==> config.mk <==
export PLATFORM = sky130hd
export DESIGN_NAME = bus_decoder_ws
export DESIGN_NICKNAME = d
export VERILOG_FILES = /design/src/rtl/bus_decoder_ws.sv
export SDC_FILE = /design/constraint.sdc
export NUM_CORES = 1
export LEC_CHECK = 0
export ABC_AREA = 1
export CAP_MARGIN = 20
export CORE_ASPECT_RATIO = 0.5
export CORE_MARGIN = 8
export CORE_UTILIZATION = 44
export CTS_CLUSTER_DIAMETER = 50
export DETAILED_ROUTE_END_ITERATION = 8
export MAX_ROUTING_LAYER = met4
export PLACE_DENSITY = 0.89
export SYNTH_ARGS = -nofsm -noshare
export SYNTH_HDL_FRONTEND = slang
export SYNTH_SLANG_ARGS = --single-unit
==> constraint.sdc <==
create_clock -name clk -period 1.6 [get_ports clk]
set_input_delay 0.24 -clock clk [delete_from_list [all_inputs] [get_ports clk]]
set_output_delay 0.24 -clock clk [all_outputs]
set_load 0.02 [all_outputs]
==> src/rtl/bus_decoder_ws.sv <==
// bus_decoder_ws: registered memory-map decoder with per-region wait states; ROM-write error path under DECODE_ERR_EN.
module bus_decoder_ws #(
  parameter int ADDR_W = 20,
  parameter int RAM_CHIPS = 4,
  parameter logic [ADDR_W-1:0] ROM_TOP = 20'h04000,
  parameter logic [ADDR_W-1:0] VR_BASE = 20'hF0000,
  parameter int unsigned ROM_WS = 2,
  parameter int unsigned RAM_WS = 0,
  parameter int unsigned VR_WS = 1
) (
  input  logic                 clk,
  input  logic                 reset,
  input  logic                 req,
  input  logic                 we,
  input  logic [ADDR_W-1:0]    addr,
  output logic [ADDR_W-1:0]    addr_q,
  output logic                 we_q,
  output logic                 cs_rom,
  output logic                 cs_vr,
  output logic [RAM_CHIPS-1:0] cs_ram,
  output logic                 busy,
  output logic                 ready,
  output logic                 err
);
  localparam int BW = $clog2(RAM_CHIPS);
`ifdef DECODE_ERR_EN
  localparam logic ERR_EN = 1'b1;
`else
  localparam logic ERR_EN = 1'b0;
`endif
  typedef enum logic [1:0] {IDLE, WAIT, ACK} state_t;
  state_t state;
  logic [3:0] cnt, ws;
  logic is_rom, is_vr, rom_wr;
  logic [RAM_CHIPS-1:0] bank_sel;
  always_comb begin
    is_rom = addr < ROM_TOP;
    is_vr = !is_rom && addr >= VR_BASE;
    rom_wr = ERR_EN && is_rom && we;
    ws = rom_wr ? 4'd0 : is_rom ? 4'(ROM_WS) : is_vr ? 4'(VR_WS) : 4'(RAM_WS);
    bank_sel = (is_rom || is_vr) ? '0 : RAM_CHIPS'(1) << addr[ADDR_W-1 -: BW];
  end
  always_ff @(posedge clk) begin
    if (reset) begin
      state <= IDLE;
      cnt <= 4'd0;
      addr_q <= '0;
      we_q <= 1'b0;
      cs_rom <= 1'b0;
      cs_vr <= 1'b0;
      cs_ram <= '0;
      busy <= 1'b0;
      ready <= 1'b0;
      err <= 1'b0;
    end else begin
      case (state)
        IDLE: if (req) begin
          addr_q <= addr;
          we_q <= we;
          cs_rom <= is_rom && !rom_wr;
          cs_vr <= is_vr;
          cs_ram <= bank_sel;
          busy <= 1'b1;
          cnt <= ws;
          err <= rom_wr;
          ready <= !rom_wr && ws == 4'd0;
          state <= ws != 4'd0 ? WAIT : ACK;
        end
        WAIT: begin
          cnt <= cnt - 4'd1;
          if (cnt == 4'd1) begin
            state <= ACK;
            ready <= 1'b1;
          end
        end
        ACK: begin
          state <= IDLE;
          cs_rom <= 1'b0;
          cs_vr <= 1'b0;
          cs_ram <= '0;
          busy <= 1'b0;
          ready <= 1'b0;
          err <= 1'b0;
        end
        default: state <= IDLE;
      endcase
    end
  end
endmodule

==> metrics, run 1 <==
iteration count of the initial detailed-routing pass 4; post-synth top area share a little under half; Cell Pwr Density roughly 1000 nW/µm²; top cell type by total area after synthesis dfxtp_1; hold path depth 2; all-layer global routing usage between 10% and 20%; Clock Tree Buf Depth 2; final setup fails 0; fin crit period about 1.5 ns; Reg-to-Reg End cnt[3]$_SDFFE_PP0P_; status finished, final reports clean; Final Hold Viols 0; Max VDD drop a little over 0.6 mV; synth top area cells dfxtp_1, nor2_1, o21ai_0; CTS Buf Count 5; Synth cell types 24; Reg2Reg Setup Slack between 0.15 and 0.2 ns; layout cells sized above 1 around 11%; register bit count reported by yosys 35; critical path capture point type output port; Layout area overhead 48.78%; initial antenna violation count 0; fin nets roughly 290; DRC viols 0; vias per inst 4.863; fmax 0.6587 GHz; CP Launch Type flop; Worst-path clk slew roughly 0.070 ns; Data required, critical path 1.36 ns; Leak about 0.90 nW; FP Rows 15; port bufs 52; MaxCap Viol Count 0; wire length per cell roughly 13 µm; Avg Synthesized Cell Area between 7 and 8 µm²; RePlAce Congestion just over 0.8; setup clock skew after layout ~0.0070 ns; placed wire-length estimate around 3000 µm; global-route wire length before repair approximately 6500 µm; Routed Antenna Nets 0; Starting Density 44.53%; slowest stage cell on the critical path clkdlybuf4s50_1; post-synthesis sequential area ratio around 47%; clk_lat worst skew 0.29 ns; IO Pins 54; Syn Std Cell Area 1488 µm²; hold crit path type flop to flop; reg-to-reg critical path startpoint state[0]$_SDFFE_PP0P_; CTS H-Tree Depth 2; cell count after synthesis 198; root buf cell clkbuf_8; Core Area 3341 µm²; Arr. time, crit path 1.28 ns; vias in the first global route about 1.4k; die area approximately 5600 µm²; drt initial violations 45; CP Max Fanout 2; R2R depth 7; Max Slew Vio Count 0; DIE WIDTH roughly 98 µm; largest net degree at the start of global routing 15; TritonCTS Sinks 35; TritonCTS clock tree built; syn nets 228; Setup WS pre-CTS approximately 0.015 ns; Top delay family on crit path buffers and inverters; Vias 1459; PnR worst setup slack between 0.08 and 0.09 ns; Yosys Warn Count 0; Buf/Inv on CP 1; Ant. Diodes 0; Hold Path End cs_ram[1]$_SDFFE_PP0P_; setup TNS 0 ns; fin crit share a little over nine tenths; DRT Wirelength 3987 µm; RSZ-0062 raised after global routing no; CP cell instances clkdlybuf4s50_1; HP Start cs_ram[1]$_SDFFE_PP0P_; Pwr Total about 2.3 mW; Die Ht around 57 µm; total global routing overflow 0; slowest stage delay, CP roughly 0.63 ns; WS Path Type flop to output port; Final Util between 60% and 70%; # hold bufs at CTS 0
-- per-stage QoR --
stage | std cells | hold slack, ns | area, µm²
after floorplan | 198 | 0.3887 | 1488
after global placement | 290 | 0.4528 | 2064
after detailed placement | 290 | 0.4558 | 2064
after CTS | 298 | 0.4654 | 2176
after global routing | 300 | 0.4991 | 2213
final | 300 | 0.4620 | 2213
-- power breakdown --
part,total [mW],internal [mW],leakage [nW],switching [mW]
registers,0.991,0.948,0.289,0.0425
clock network,0.727,0.392,0.0505,0.335
logic,0.576,0.271,0.563,0.305
total,2.29,1.61,0.902,0.683
-- layout by cell type (no fill, tap or decap), drive strengths merged, types with 3 or more instances in the layout --
cell type      synthesis  final
clkdlybuf4s50          0     52
nor2                  48     48
dfxtp                 35     35
nand2                 26     26
o21ai                 25     25
inv                   17     17
a21oi                 16     16
nand3                  8      8
buf                    3      8
clkbuf                 5      7
ha                     6      6
nor3                   3      3
-- worst max-delay path by stage --
stage	start	to	slack, ns	cells past startpoint
floorplan	state[0]$_SDFFE_PP0P_	cnt[2]$_SDFFE_PP0P_	0.26	6
global placement	state[0]$_SDFFE_PP0P_	cs_rom$_SDFFE_PP0P_	0.12	7
detailed placement	state[0]$_SDFFE_PP0P_	busy$_SDFFE_PP0P_	0.02	7
CTS	state[0]$_SDFFE_PP0P_	addr_q[18]$_SDFFE_PP0P_	0.05	7
global route	cs_vr$_SDFFE_PP0P_	cs_vr	0.04	1
finish	cs_ram[0]$_SDFFE_PP0P_	cs_ram[0]	0.08	1
-- cells by family (layout without fill, tap and decap cells) --
logic type | Yosys count | count (layout) | synth area share, %
simple gates | 88 | 88 | 25.06
compound gates | 43 | 43 | 15.48
flops | 35 | 35 | 47.10
buf+inv | 25 | 85 | 7.065
fa+ha+maj | 6 | 6 | 5.046
other cells | 1 | 1 | 0.2521
-- sequential cells by signal (all words and copies together), names as in the netlist --
name and cells:
addr_q 20, cnt 4, cs_ram 4, state 2, busy 1, cs_rom 1, cs_vr 1, ready 1
we_q 1
-- repair_timing --
| item | 4_1_cts | 5_1_grt |
|---|---|---|
| pin swaps | 0 | 1 |
| setup endpoints to repair | 2 | 15 |
| gates resized for setup | 1 | 2 |
| buffers inserted | 0 | 2 |
-- cell type report --
cell class | count | area (µm²)
Fill cell | 259 | 1127
Sequential cell | 35 | 700.7
Inverter | 17 | 63.81
Timing Repair Buffer | 60 | 593.1
Tap cell | 42 | 52.55
Clock buffer | 7 | 96.34
Clock inverter | 1 | 7.507
Multi-Input combinational cell | 138 | 699.4
-- cells in the mapped netlist, drive strengths merged --
cell type,number
nor2,48
dfxtp,35
nand2,26
o21ai,25
inv,17
a21oi,16
nand3,8
ha,6
clkbuf,5
buf,3
nor3,3
a31oi,1
conb,1
nand3b,1
nand4,1
o21a,1
or2,1
-- layer usage --
| layer | wire length (µm) | track usage, % | vias up | part of all wire, % |
|---|---|---|---|---|
| met1 | 1636 | 14.70 | 669 | 41 |
| met2 | 2172 | 26.89 | 34 | 54 |
| met5 | 0 | - | - | 0 |
| met4 | 40 | 5.184 | 0 | 1.0 |
| met3 | 137 | 3.394 | 5 | 3.4 |
| li1 | - | - | 751 | - |
Note: power is estimated with default switching activity, not from simulation.
==> run 2, diff against run 1 <==
GPL_TIMING_DRIVEN = 0   (was not set)
==> run 2 against run 1 <==
Effect of this change: register-to-register slack got worse by 0.04 ns; largest cell class unchanged; critical endpoint is now cs_ram[2]; combinational power decreased by 3%; flip-flop and latch count did not move; cell count did not move; hold slack better by 0.0050 ns; non-clock buffer count is the same; critical path depth unchanged; sequential power barely moved; via count rose by 2.1%; utilization down 1.3 points; first-iteration DRC count up 91%; cell area decreased by 2.0%.
==> metrics, run 2 (synthesis gave the netlist of run 1 again) <==
FP Rows 15 (unchanged); Max VDD drop 0.5554 mV (-10%); TritonCTS Sinks 35 (unchanged); TritonCTS clock tree built; most frequent cells in the layout clkdlybuf4s50_1, nor2_1, dfxtp_1; Starting Density 44.53% (unchanged); slowest stage cell on the critical path clkdlybuf4s50_1; Ant. Diodes 0 (unchanged); fin nets 287 (unchanged); drt initial violations 86 (+91%); critical path capture point type output port; Max Slew Vio Count 0 (unchanged); Routed Antenna Nets 0 (unchanged); Arr. time, crit path 1.26 ns (-0.02 ns); vias in the first global route 1472 (+6.8%); root buf cell clkbuf_8; Die Ht 57.12 µm (unchanged); biggest regs addr_q x20, cnt x4, cs_ram x4; Reg-to-Reg End addr_q[17]$_SDFFE_PP0P_; Top delay family on crit path buffers and inverters; all-layer global routing usage 14.62% (+0.22 points); DRT Wirelength 3994 µm (+0.18%); Layout area overhead 45.84%; MaxCap Viol Count 0 (unchanged); CP Max Fanout 2 (unchanged); CTS H-Tree Depth 2 (unchanged); Data required, critical path 1.36 ns (about the same); WS Path Type flop to output port; hold crit path type flop to flop; wire length per cell 13.31 µm (+0.18%); total global routing overflow 0 (unchanged); HP Start busy$_SDFFE_PP0P_; iteration count of the initial detailed-routing pass 4 (unchanged); setup TNS 0 ns (unchanged); fin crit period 1.497 ns (-0.02122 ns); max FFs per register 20 (unchanged); Buf/Inv on CP 1 (unchanged); DIE WIDTH 98.23 µm (unchanged); setup clock skew after layout 0.005393 ns (-0.001611 ns); fin crit share 93.55% (-1.3 points); vias per inst 4.963 (+2.1%); Clock Tree Buf Depth 2 (unchanged); slowest stage delay, CP 0.63 ns (about the same); IO Pins 54 (unchanged); Leak 0.8751 nW (-3.0%); final setup fails 0 (unchanged); largest net degree at the start of global routing 13 (-2); die area 5610 µm² (unchanged); # hold bufs at CTS 0 (unchanged); initial antenna violation count 0 (unchanged); Cell Pwr Density 1010 nW/µm² (-2.5%); global-route wire length before repair 6513 µm (+0.85%); port bufs 52 (unchanged); RSZ-0062 raised after global routing no; Final Hold Viols 0 (unchanged); register with the most flip-flops addr_q; Vias 1489 (+2.1%); status finished, final reports clean; CP cell instances clkdlybuf4s50_1; clk_lat worst skew 0.29 ns (about the same); layout cells sized above 1 9.690% (-1.2 points); postcts setup bufs 0 (unchanged); placed wire-length estimate 2970 µm (-1.3%); RePlAce Congestion 0.7952 (-1.5%); Core Area 3341 µm² (unchanged); Final Non-Filler Cells 300 (unchanged); reg-to-reg critical path startpoint state[0]$_SDFFE_PP0P_; fmax 0.6681 GHz (+1.4%); most common cell after layout, fill and taps aside clkdlybuf4s50_1; Reg2Reg Setup Slack 0.13 ns (-0.04 ns); DRC viols 0 (unchanged); hold path depth 2 (unchanged); CTS Buf Count 5 (unchanged); Hold Path End busy$_SDFFE_PP0P_; dpl cells 292 (+0.69%); CP Launch Type flop; Worst-path clk slew 0.07 ns (about the same); R2R depth 7 (unchanged)
run 2: cell count changes in the layout (fill, tap and decap cells not counted), sizes merged:
cell      change
buf           -5
clkbuf        +3
clkinv        +1
clkinvlp      +1
run 2: worst max path at each step:
stage	cells after the start	start	slack, ns	to
CTS	6	state[0]$_SDFFE_PP0P_	0.0009	cnt[3]$_SDFFE_PP0P_
detailed placement	6	state[0]$_SDFFE_PP0P_	0.02	cnt[2]$_SDFFE_PP0P_
global placement	5	req	0.07	cnt[3]$_SDFFE_PP0P_
global route	6	state[0]$_SDFFE_PP0P_	0.04	cnt[3]$_SDFFE_PP0P_
floorplan	6	state[0]$_SDFFE_PP0P_	0.26	cnt[2]$_SDFFE_PP0P_
finish	1	cs_ram[2]$_SDFFE_PP0P_	0.10	cs_ram[2]
run 2: cell type report:
type                    instances  area [µm²]
clock inverters                 3       20.02
flip-flops and latches         35       700.7
repair buffers                 52       520.5
well taps                      42       52.55
fillers                       260        1171
multi-input cells             138       699.4
plain buffers                   8       43.79
clock buffers                   5       68.82
inverters                      17       63.81
run 2: metal layers:
layer | track usage [%] | share of wire, % | vias to the layer above
met4 | 7.127 | 2.5 | 0
met3 | 3.273 | 3.5 | 13
li1 | - | - | 753
met2 | 27.27 | 53 | 39
met1 | 14.44 | 41 | 684
met5 | - | 0 | -
run 2: what timing repair did:
action | in CTS | in global routing
endpoints found under the setup margin | 0 | 28
hold endpoints to repair | 0 | 0
gates resized for setup | 0 | 7
run 2: power by group:
group / switching, mW / internal, mW / leakage [nW]
clock network: 0.340 / 0.303 / 0.0402
logic: 0.303 / 0.255 / 0.546
registers: 0.0428 / 0.948 / 0.289
total: 0.686 / 1.51 / 0.875
run 2: worst register-to-register path, cell delays in order, from the launching register on:
cell and delay [ns]:
dfxtp_1 0.39, inv_1 0.09, ha_2 0.24, nand2_4 0.13, inv_2 0.11, buf_4 0.19
nor2_1 0.14, nor2_1 0.07
run 2: per-stage QoR:
step	instance area (µm²)	power [mW]	utilization [%]	setup slack, ns	hold WS [ns]
CTS	2150	2.194	64.34	0.0009086	0.4696
detailed placement	2061	1.554	61.69	0.02345	0.4587
global placement	2061	1.535	61.69	0.07312	0.4528
floorplan	1488	1.311	-	0.2601	0.3887
global route	2170	2.301	64.94	0.04230	0.4909
finish	2170	2.192	64.94	0.1031	0.4670
